File: src/rtl/mem_bus_ctrl.sv
// mem_bus_ctrl: multi-cycle sequencer between the CPU pipeline and the board
// memories. Engine E2 owns RAM2 and arbitrates it between instruction fetch
// and data access. Engine E1 owns RAM1 and the UART, which share one data bus.
// Both engines run concurrently and generate registered active-low strobes.
module mem_bus_ctrl #(
  parameter int RAM_WAIT  = 1,
  parameter int UART_WAIT = 2
) (
  input  logic        clk,
  input  logic        rst,
  input  logic        if_req_i,
  input  logic [15:0] if_addr_i,
  output logic [15:0] if_data_o,
  output logic        if_ack_o,
  input  logic        mem_read_i,
  input  logic        mem_write_i,
  input  logic [15:0] mem_addr_i,
  input  logic [15:0] mem_wdata_i,
  output logic [15:0] mem_rdata_o,
  output logic        mem_ack_o,
  output logic        stall_o,
  output logic        ram1_en_o,
  output logic        ram1_oe_o,
  output logic        ram1_we_o,
  output logic [17:0] ram1_addr_o,
  output logic [15:0] ram1_wdata_o,
  output logic        ram1_drive_o,
  input  logic [15:0] ram1_rdata_i,
  output logic        ram2_en_o,
  output logic        ram2_oe_o,
  output logic        ram2_we_o,
  output logic [17:0] ram2_addr_o,
  output logic [15:0] ram2_wdata_o,
  output logic        ram2_drive_o,
  input  logic [15:0] ram2_rdata_i,
  output logic        uart_rdn_o,
  output logic        uart_wrn_o,
  input  logic        uart_data_ready_i,
  input  logic        uart_tbre_i,
  input  logic        uart_tsre_i
);

  localparam logic [15:0] UART_DATA_ADDR = 16'hBF00;
  localparam logic [15:0] UART_STAT_ADDR = 16'hBF01;

  typedef enum logic [1:0] {E2_IDLE, E2_SETUP, E2_STROBE, E2_DONE} e2_state_t;
  typedef enum logic [2:0] {E1_IDLE, E1_SETUP, E1_WAITTX, E1_STROBE, E1_DONE} e1_state_t;

  e2_state_t   e2_state;
  logic        e2_gnt_mem;
  logic        e2_wr;
  logic [7:0]  e2_cnt;
  logic        e2_mem_ack;
  logic        e2_rd_done;
  logic [15:0] e2_mem_data;
  logic        e2_take_mem;
  logic        e2_take_if;

  e1_state_t   e1_state;
  logic        e1_uart;
  logic        e1_wr;
  logic [7:0]  e1_cnt;
  logic [7:0]  e1_limit;
  logic        e1_mem_ack;
  logic        e1_rd_done;
  logic [15:0] e1_mem_data;

  logic        mem_sel_e2;
  logic        data_req;
  logic        data_to_ram1;
  logic        data_to_ram2;
  logic        addr_is_uart_data;
  logic        addr_is_uart_stat;

  assign data_req          = mem_read_i | mem_write_i;
  assign data_to_ram2      = data_req & ~mem_addr_i[15];
  assign data_to_ram1      = data_req & mem_addr_i[15];
  assign addr_is_uart_data = (mem_addr_i == UART_DATA_ADDR);
  assign addr_is_uart_stat = (mem_addr_i == UART_STAT_ADDR);

  // RAM2 arbitration: data beats fetch; in DONE only the other requester may be accepted
  assign e2_take_mem = data_to_ram2 &
                       ((e2_state == E2_IDLE) | ((e2_state == E2_DONE) & ~e2_gnt_mem));
  assign e2_take_if  = if_req_i & ~e2_take_mem &
                       ((e2_state == E2_IDLE) | ((e2_state == E2_DONE) & e2_gnt_mem));

  assign e1_limit = e1_uart ? 8'(UART_WAIT) : 8'(RAM_WAIT);

  // E2 engine: sequences RAM2 accesses for whichever requester won arbitration
  always_ff @(posedge clk) begin
    if (rst) begin
      e2_state     <= E2_IDLE;
      e2_gnt_mem   <= 1'b0;
      e2_wr        <= 1'b0;
      e2_cnt       <= 8'd0;
      e2_mem_ack   <= 1'b0;
      e2_rd_done   <= 1'b0;
      e2_mem_data  <= 16'h0000;
      if_ack_o     <= 1'b0;
      if_data_o    <= 16'h0000;
      ram2_en_o    <= 1'b1;
      ram2_oe_o    <= 1'b1;
      ram2_we_o    <= 1'b1;
      ram2_drive_o <= 1'b0;
      ram2_addr_o  <= 18'd0;
      ram2_wdata_o <= 16'h0000;
    end else begin
      if_ack_o   <= 1'b0;
      e2_mem_ack <= 1'b0;
      e2_rd_done <= 1'b0;
      case (e2_state)
        E2_IDLE, E2_DONE: begin
          ram2_en_o    <= 1'b1;
          ram2_oe_o    <= 1'b1;
          ram2_we_o    <= 1'b1;
          ram2_drive_o <= 1'b0;
          if (e2_take_mem) begin
            e2_gnt_mem   <= 1'b1;
            e2_wr        <= mem_write_i;
            ram2_addr_o  <= {2'b00, mem_addr_i};
            ram2_wdata_o <= mem_wdata_i;
            ram2_drive_o <= mem_write_i;
            ram2_en_o    <= 1'b0;
            e2_state     <= E2_SETUP;
          end else if (e2_take_if) begin
            e2_gnt_mem  <= 1'b0;
            e2_wr       <= 1'b0;
            ram2_addr_o <= {2'b00, if_addr_i};
            ram2_en_o   <= 1'b0;
            e2_state    <= E2_SETUP;
          end else begin
            e2_state <= E2_IDLE;
          end
        end
        E2_SETUP: begin
          e2_cnt <= 8'd0;
          if (e2_wr) ram2_we_o <= 1'b0;
          else       ram2_oe_o <= 1'b0;
          e2_state <= E2_STROBE;
        end
        E2_STROBE: begin
          if (e2_cnt == 8'(RAM_WAIT)) begin
            ram2_en_o    <= 1'b1;
            ram2_oe_o    <= 1'b1;
            ram2_we_o    <= 1'b1;
            ram2_drive_o <= 1'b0;
            if (e2_gnt_mem) begin
              e2_mem_ack <= 1'b1;
              e2_rd_done <= ~e2_wr;
              if (!e2_wr) e2_mem_data <= ram2_rdata_i;
            end else begin
              if_ack_o  <= 1'b1;
              if_data_o <= ram2_rdata_i;
            end
            e2_state <= E2_DONE;
          end else begin
            e2_cnt <= e2_cnt + 8'd1;
          end
        end
        default: e2_state <= E2_IDLE;
      endcase
    end
  end

  // E1 engine: sequences RAM1 and UART accesses on the shared RAM1 data bus
  always_ff @(posedge clk) begin
    if (rst) begin
      e1_state     <= E1_IDLE;
      e1_uart      <= 1'b0;
      e1_wr        <= 1'b0;
      e1_cnt       <= 8'd0;
      e1_mem_ack   <= 1'b0;
      e1_rd_done   <= 1'b0;
      e1_mem_data  <= 16'h0000;
      ram1_en_o    <= 1'b1;
      ram1_oe_o    <= 1'b1;
      ram1_we_o    <= 1'b1;
      ram1_drive_o <= 1'b0;
      ram1_addr_o  <= 18'd0;
      ram1_wdata_o <= 16'h0000;
      uart_rdn_o   <= 1'b1;
      uart_wrn_o   <= 1'b1;
    end else begin
      e1_mem_ack <= 1'b0;
      e1_rd_done <= 1'b0;
      case (e1_state)
        E1_IDLE: begin
          if (data_to_ram1 && addr_is_uart_stat) begin
            e1_mem_ack <= 1'b1;
            e1_rd_done <= ~mem_write_i;
            if (!mem_write_i)
              e1_mem_data <= {14'b0, uart_data_ready_i, uart_tbre_i & uart_tsre_i};
            e1_state <= E1_DONE;
          end else if (data_to_ram1) begin
            e1_uart      <= addr_is_uart_data;
            e1_wr        <= mem_write_i;
            ram1_addr_o  <= {2'b00, mem_addr_i};
            ram1_wdata_o <= mem_wdata_i;
            ram1_drive_o <= mem_write_i;
            ram1_en_o    <= addr_is_uart_data;
            e1_state     <= E1_SETUP;
          end
        end
        E1_SETUP: begin
          e1_cnt <= 8'd0;
          if (e1_uart && e1_wr) begin
            e1_state <= E1_WAITTX;
          end else begin
            if (e1_uart)    uart_rdn_o <= 1'b0;
            else if (e1_wr) ram1_we_o  <= 1'b0;
            else            ram1_oe_o  <= 1'b0;
            e1_state <= E1_STROBE;
          end
        end
        E1_WAITTX: begin
          if (uart_tbre_i && uart_tsre_i) begin
            uart_wrn_o <= 1'b0;
            e1_state   <= E1_STROBE;
          end
        end
        E1_STROBE: begin
          if (e1_cnt == e1_limit) begin
            ram1_en_o    <= 1'b1;
            ram1_oe_o    <= 1'b1;
            ram1_we_o    <= 1'b1;
            ram1_drive_o <= 1'b0;
            uart_rdn_o   <= 1'b1;
            uart_wrn_o   <= 1'b1;
            e1_mem_ack   <= 1'b1;
            e1_rd_done   <= ~e1_wr;
            if (!e1_wr) e1_mem_data <= ram1_rdata_i;
            e1_state <= E1_DONE;
          end else begin
            e1_cnt <= e1_cnt + 8'd1;
          end
        end
        default: e1_state <= E1_IDLE;
      endcase
    end
  end

  // Remember which engine produced the most recent read so the data output holds it
  always_ff @(posedge clk) begin
    if (rst)             mem_sel_e2 <= 1'b0;
    else if (e2_rd_done) mem_sel_e2 <= 1'b1;
    else if (e1_rd_done) mem_sel_e2 <= 1'b0;
  end

  assign mem_ack_o   = e1_mem_ack | e2_mem_ack;
  assign mem_rdata_o = e2_rd_done ? e2_mem_data :
                       e1_rd_done ? e1_mem_data :
                       mem_sel_e2 ? e2_mem_data : e1_mem_data;
  assign stall_o     = (data_req & ~mem_ack_o) | (if_req_i & ~if_ack_o);

endmodule

File: config.mk
export PLATFORM = sky130hd
export DESIGN_NAME = mem_bus_ctrl
export DESIGN_NICKNAME = d
export VERILOG_FILES = /design/src/rtl/mem_bus_ctrl.sv
export SDC_FILE = /design/constraint.sdc
export NUM_CORES = 1
export LEC_CHECK = 0
export CORE_UTILIZATION = 45
export CTS_CLUSTER_DIAMETER = 120
export CTS_CLUSTER_SIZE = 40
export DETAILED_ROUTE_END_ITERATION = 10
export PLACE_DENSITY = 0.77
export REMOVE_ABC_BUFFERS = 1
export SLEW_MARGIN = 20
export SYNTH_ARGS = -nofsm -noshare
export SYNTH_HDL_FRONTEND = slang
export SYNTH_SLANG_ARGS = --single-unit
File: constraint.sdc
create_clock -name clk -period 2.85 [get_ports clk]
set_input_delay 0.57 -clock clk [delete_from_list [all_inputs] [get_ports clk]]
set_output_delay 0.57 -clock clk [all_outputs]
set_load 0.02 [all_outputs]
# After elaboration in Yosys (flattened, before gate mapping)

Cells that the tools add are included.

Bits in registers: 155
Output and inout bits: 113
Word-level logic and storage cells: 189

$add $sub $neg: 2
Equal/unequal tests: 28
Muxes and demuxes: 70
Bitwise logic cells: 26
Reduce and logical (&&, ||, !) cells: 32

Operators with widths:

| cell                                                            | count |
|---|---|
| 16-bit 2-to-1 mux                                               | 7 |
| 1-bit 2-to-1 mux                                                | 36 |
| 18-bit 2-to-1 mux                                               | 2 |
| 2-bit inequality test, second input constant                    | 17 |
| 16-bit == test, second input constant                           | 2 |
| 16-bit one-hot mux with 2 select lines                          | 1 |
| 8-bit one-hot mux with 2 select lines                           | 2 |
| 1-bit one-hot mux with 2 select lines                           | 10 |
| 8-bit by 1-bit adder with 8-bit output, second input constant   | 2 |
| 8-bit 2-to-1 mux                                                | 2 |
| 5-bit AND reduction                                             | 3 |
| 2-bit AND reduction                                             | 7 |
| 2-bit nonzero test                                              | 7 |
| 3-bit 2-to-1 mux                                                | 4 |
| 3-bit one-hot mux with 4 select lines                           | 1 |
| 3-bit AND reduction                                             | 4 |
| 4-bit AND reduction                                             | 3 |
| 1-bit inverter                                                  | 11 |
| 1-bit AND                                                       | 10 |
| 8-bit by 1-bit == test with 1-bit output, second input constant | 1 |
| 8-bit by 2-bit == test with 1-bit output                        | 1 |
| 3-bit by 2-bit == test with 1-bit output, second input constant | 2 |
| 1-bit one-hot mux with 3 select lines                           | 2 |
| 2-bit one-hot mux with 3 select lines                           | 1 |
| other kinds (12)                                                | 20 |

# Depth between registers and ports, before layout

Word-level depth: 10
Depth in mapped cells: 8
Mapped depth without buffers: 6

# Least setup slack after synthesis

OpenSTA, ideal clock, no wires.

Path kind: register to register
From: register e2_state[0]
To: register ram2_addr_o[15]
Setup time: 0.071 ns
Arrival: 2.091 ns
Slack: 0.689 ns
Cell stages (with the launch flop): 8
Buffers on the path: 2
Cells stage by stage: dfxtp_1 > inv_1 > ha_1 > clkbuf_1 > nor3_1 > clkbuf_1 > nand3b_1 > a21oi_1

Word-level cells in the longest chain between the ends: 9
Elaborated cells on any way between the ends: 14
Those cells by class: eq/ne (1); mux (1); bitwise (8); reduce/logical (4)

RTL lines:

| what                                 | RTL line    | text |
|---|---|---|
| start, declared                      | 49          | `e2_state_t e2_state;` |
| start signal, assigned               | 92          | `e2_state <= E2_IDLE;` |
| start signal, assigned               | 124         | `e2_state <= E2_SETUP;` |
| start signal, assigned               | 130         | `e2_state <= E2_SETUP;` |
| 2-bit == test                        | 83, 85, 111 |  |
| 1-bit AND                            | 83          | `((e2_state == E2_IDLE) \| ((e2_state == E2_DONE) & ~e2_gnt_mem));` |
| 1-bit OR                             | 83          |  |
| 1-bit AND                            | 82          | `assign e2_take_mem = data_to_ram2 &` |
| 1-bit inverter                       | 84          | `assign e2_take_if = if_req_i & ~e2_take_mem &` |
| 1-bit AND (2 in series)              | 84          |  |
| 2-bit nonzero test (no source line)  | --          |  |
| 2-bit AND reduction (no source line) | --          |  |
| end signal, assigned                 | 120         | `ram2_addr_o <= {2'b00, mem_addr_i};` |
| end signal, assigned                 | 128         | `ram2_addr_o <= {2'b00, if_addr_i};` |
| end, declared                        | 32          | `output logic [17:0] ram2_addr_o,` |

Parallel ways exist; a longest one is shown, timed or not.
A chain may end at the register's enable or synchronous reset.

# Worst setup path in the final report

From: register e1_rd_done
To: output port mem_rdata_o[10]

Word-level cells in the longest chain between the ends: 2

RTL lines:

| what                   | RTL line | text |
|---|---|---|
| start, declared        | 65       | `logic e1_rd_done;` |
| start signal, assigned | 190      | `e1_rd_done <= ~mem_write_i;` |
| start signal, assigned | 230      | `e1_rd_done <= ~e1_wr;` |
| 16-bit 2-to-1 mux      | 251      | `e1_rd_done ? e1_mem_data :` |
| 16-bit 2-to-1 mux      | 250      | `assign mem_rdata_o = e2_rd_done ? e2_mem_data :` |
| end, declared          | 19       | `output logic [15:0] mem_rdata_o,` |

Every way passes these cells.

==> flow_summary.json <==
{
  "status": "finished, final reports clean",
  "critPathTopFamily": "buffers and inverters",
  "yosysSeqAreaShare": 0.4587,
  "wire_per_inst_um": 15.83,
  "max_freq_mhz": 370.1,
  "via_count": 5775,
  "drtIter0Drc": 271,
  "core_area_um2": 14480,
  "combPwrFrac": 0.323,
  "p_int_uw": 4901,
  "cts_tree": "done",
  "rows": 44,
  "path_max_fanout": 17,
  "hold_violations": 0,
  "path_class": "register to primary output",
  "syn-instance-count": 725,
  "clock_path_buffers": 2,
  "dp_hpwl_um": 12090,
  "required_ps": 2280,
  "final_cells": 1114,
  "grt_pass1_wl_um": 28010,
  "die_y_um": 123.8,
  "worst_path_max_delay_cell": "clkdlybuf4s50_1",
  "crit_buf_inv": 3,
  "layout.nets": 1013,
  "vias_per_cell": 5.184,
  "slowest_delay_ps": 560,
  "drc": 0,
  "synth_area_um2": 6678,
  "r2r_slack_ps": 710,
  "chipWidth_um": 123.8,
  "critPathArrivalTime_ps": 2130,
  "synth_cell_type_count": 60,
  "synthArstFlopShare": 0,
  "seq_power_share": 0.361,
  "area_delta_synth_final_pct": 41.93,
  "io_pins": 201,
  "finClkSkew_ps": 8.747,
  "drive_gt1_frac": 0.1022,
  "clock-sinks": 153,
  "grt_max_degree": 48,
  "rsz0062_at_grt": "no",
  "fin_crit_ps": 2702,
  "clk_pin_slew_ps": 60,
  "cts_resized": 0,
  "leakagePower_uw": 0.003871,
  "crit_path_end_kind": "primary output",
  "post_cts_buffers": 0,
  "powerDensity_nw_per_um2": 768.8,
  "tightest_slew_ps": 718.3,
  "floorplan.initialDensity": 0.4612,
  "cts_made_buffers": 17,
  "drtAntennaViolNets": 0,
  "grt_overflow_total": 0,
  "postCtsHoldBufs": 0,
  "total_power_uw": 7287,
  "final_cell_mix": "clkdlybuf4s50_1, dfxtp_1, nand2_1, mux2i_1, nor2_1",
  "p_sw_uw": 2386,
  "die-area_um2": 15330,
  "clkLatencyLatePin_ps": 410,
  "yosysWarningCount": 0,
  "ctsHtreeMaxLevel": 4,
  "synth_edf_count": 0,
  "crit_chain": "inv_1 > a21oi_2 > buf_4 > mux2_2 > clkdlybuf4s50_1",
  "startpoint_type": "register",
  "drt_first_pass_iters": 4,
  "irDropWorstVdd_mv": 0.4893,
  "root_buffer": "clkbuf_16",
  "syn_avg_cell_area_um2": 9.211,
  "place.detailed.instances": 1082,
  "diodes": 0,
  "fin_crit_sh": 0.9481,
  "slew_headroom": 0.5161,
  "wl_um": 17640,
  "max_cap_viol_count": 0,
  "grt_pass1_vias": 5633,
  "p_sw_frac": 0.3274,
  "drv_slew": 0,
  "p_clk_frac": 0.316,
  "gp_congestion": 0.8281,
  "antenna_found_initial": 0,
  "ys.flop_type": "dfxtp_1",
  "port_buffers": 196,
  "grtUsageTotal": 0.2366,
  "finalSetupViolCount": 0,
  "layout_commonest_cell": "clkdlybuf4s50_1",
  "worstHoldPathType": "register to register",
  "synth_seq_cells": 153
}
[power by group through the flow]
stage	Clock (µW)	Sequential, µW	Combinational (µW)
global placement	0	2660	2310
finish	2300	2630	2350
global route	2450	2670	2540
floorplan	0	2930	1010
detailed placement	0	2660	2340
CTS	2350	2630	2360
[state kept, by name, summed over array words and instances, names as in the netlist, 2 cells and up]
register      cells
e1_cnt            8
e1_mem_data      16
e1_state          3
e2_cnt            8
e2_mem_data      16
e2_state          2
if_data_o        16
ram1_addr_o      16
ram1_wdata_o     16
ram2_addr_o      16
ram2_wdata_o     16
[worst paths after layout]
check | depth (start not counted) | to | start
worst max-delay path | 5 | mem_rdata_o[10] | e1_rd_done
worst min-delay path | 2 | ram1_we_o | ram1_we_o
worst max register to register | 6 | ram2_addr_o[1] | e2_state[0]
worst min register to register | 2 | ram1_we_o | ram1_we_o
[stage by stage]
stage | setup slack, ps | setup TNS, ps | area [µm²] | hold WS [ps] | utilization
after CTS | 125.5 | 0 | 9478 | 455.6 | 0.6546
after global placement | 339.6 | 0 | 8864 | 441.2 | 0.6122
after global routing | 76.89 | 0 | 9478 | 472.6 | 0.6546
final | 147.8 | 0 | 9478 | 451.7 | 0.6546
after floorplan | -890.8 | -29970 | 6435 | 434.6 | -
after detailed placement | 326.4 | 0 | 8864 | 440.8 | 0.6122
[cells by family (layout without fill, tap and decap cells)]
kind of cell	count (synthesis)	count (layout)	synth area share
mux	112	112	0.1713
buf+inv	62	264	0.04422
flops	153	153	0.4587
xor+xnor	9	9	0.01181
other cells	1	4	0.0005616
simple gates	270	270	0.1885
fa+ha+maj	8	8	0.01499
compound gates	110	110	0.1100
[worst reg2reg max path, cell delays in order, from the launching register on]
cell and delay (ps):
dfxtp_1 410, inv_1 90, ha_1 520, a2111oi_4 370, buf_4 380, o31ai_1 130
a21oi_1 160
[final cells by class]
| class | instances | area [µm²] |
|---|---|---|
| Fill cell | 1199 | 5001 |
| Multi-Input combinational cell | 513 | 3371 |
| Sequential cell | 153 | 3063 |
| Timing Repair Buffer | 221 | 2157 |
| Clock buffer | 20 | 466.7 |
| Tap cell | 184 | 230.2 |
| Clock inverter | 12 | 147.6 |
| Inverter | 11 | 42.54 |
[per-layer routing]
| layer | vias up | GRT usage | share of wire |
|---|---|---|---|
| li1 | 2886 | - | - |
| met1 | 2722 | 0.2915 | 0.44 |
| met2 | 138 | 0.3944 | 0.49 |
| met3 | 29 | 0.04579 | 0.043 |
| met4 | 0 | 0.1152 | 0.025 |
| met5 | - | 0 | 0 |
[cell usage after synthesis (2+ instances only)]
cell type    n  area (µm²)
nor2_1      54       202.7
mux2_2      18       202.7
o211ai_1     5       37.54
dfxtp_1    153        3063
and3_1       5       31.28
nand3_1     20       100.1
ha_1         8       100.1
nor4b_2      2       30.03
nand2b_1     3       18.77
clkbuf_1    36       135.1
o31ai_1     17       127.6
or3_1        5       31.28
buf_2        5       25.02
nand4_1      8       50.05
or2_2        2       12.51
buf_4        5       37.54
buf_6        5       56.30
nor2b_1      6       37.54
nand2_1    131       491.7
nand3b_1     7       52.55
and4_1       2       17.52
a21o_1       2       15.01
nand4b_1     3       26.28
o21ai_1      2       10.01
nor3_1       9       45.04
xnor2_1      2       17.52
a21oi_1     54       270.3
mux2i_1     94       940.9
o21a_1       2       15.01
inv_1       10       37.54
a21boi_0     2       15.01
or4_1        2       15.01
a2111oi_4    2       55.05
o21ai_0     12       60.06
xor2_1       7       61.31
Note: power is estimated with default switching activity, not from simulation.
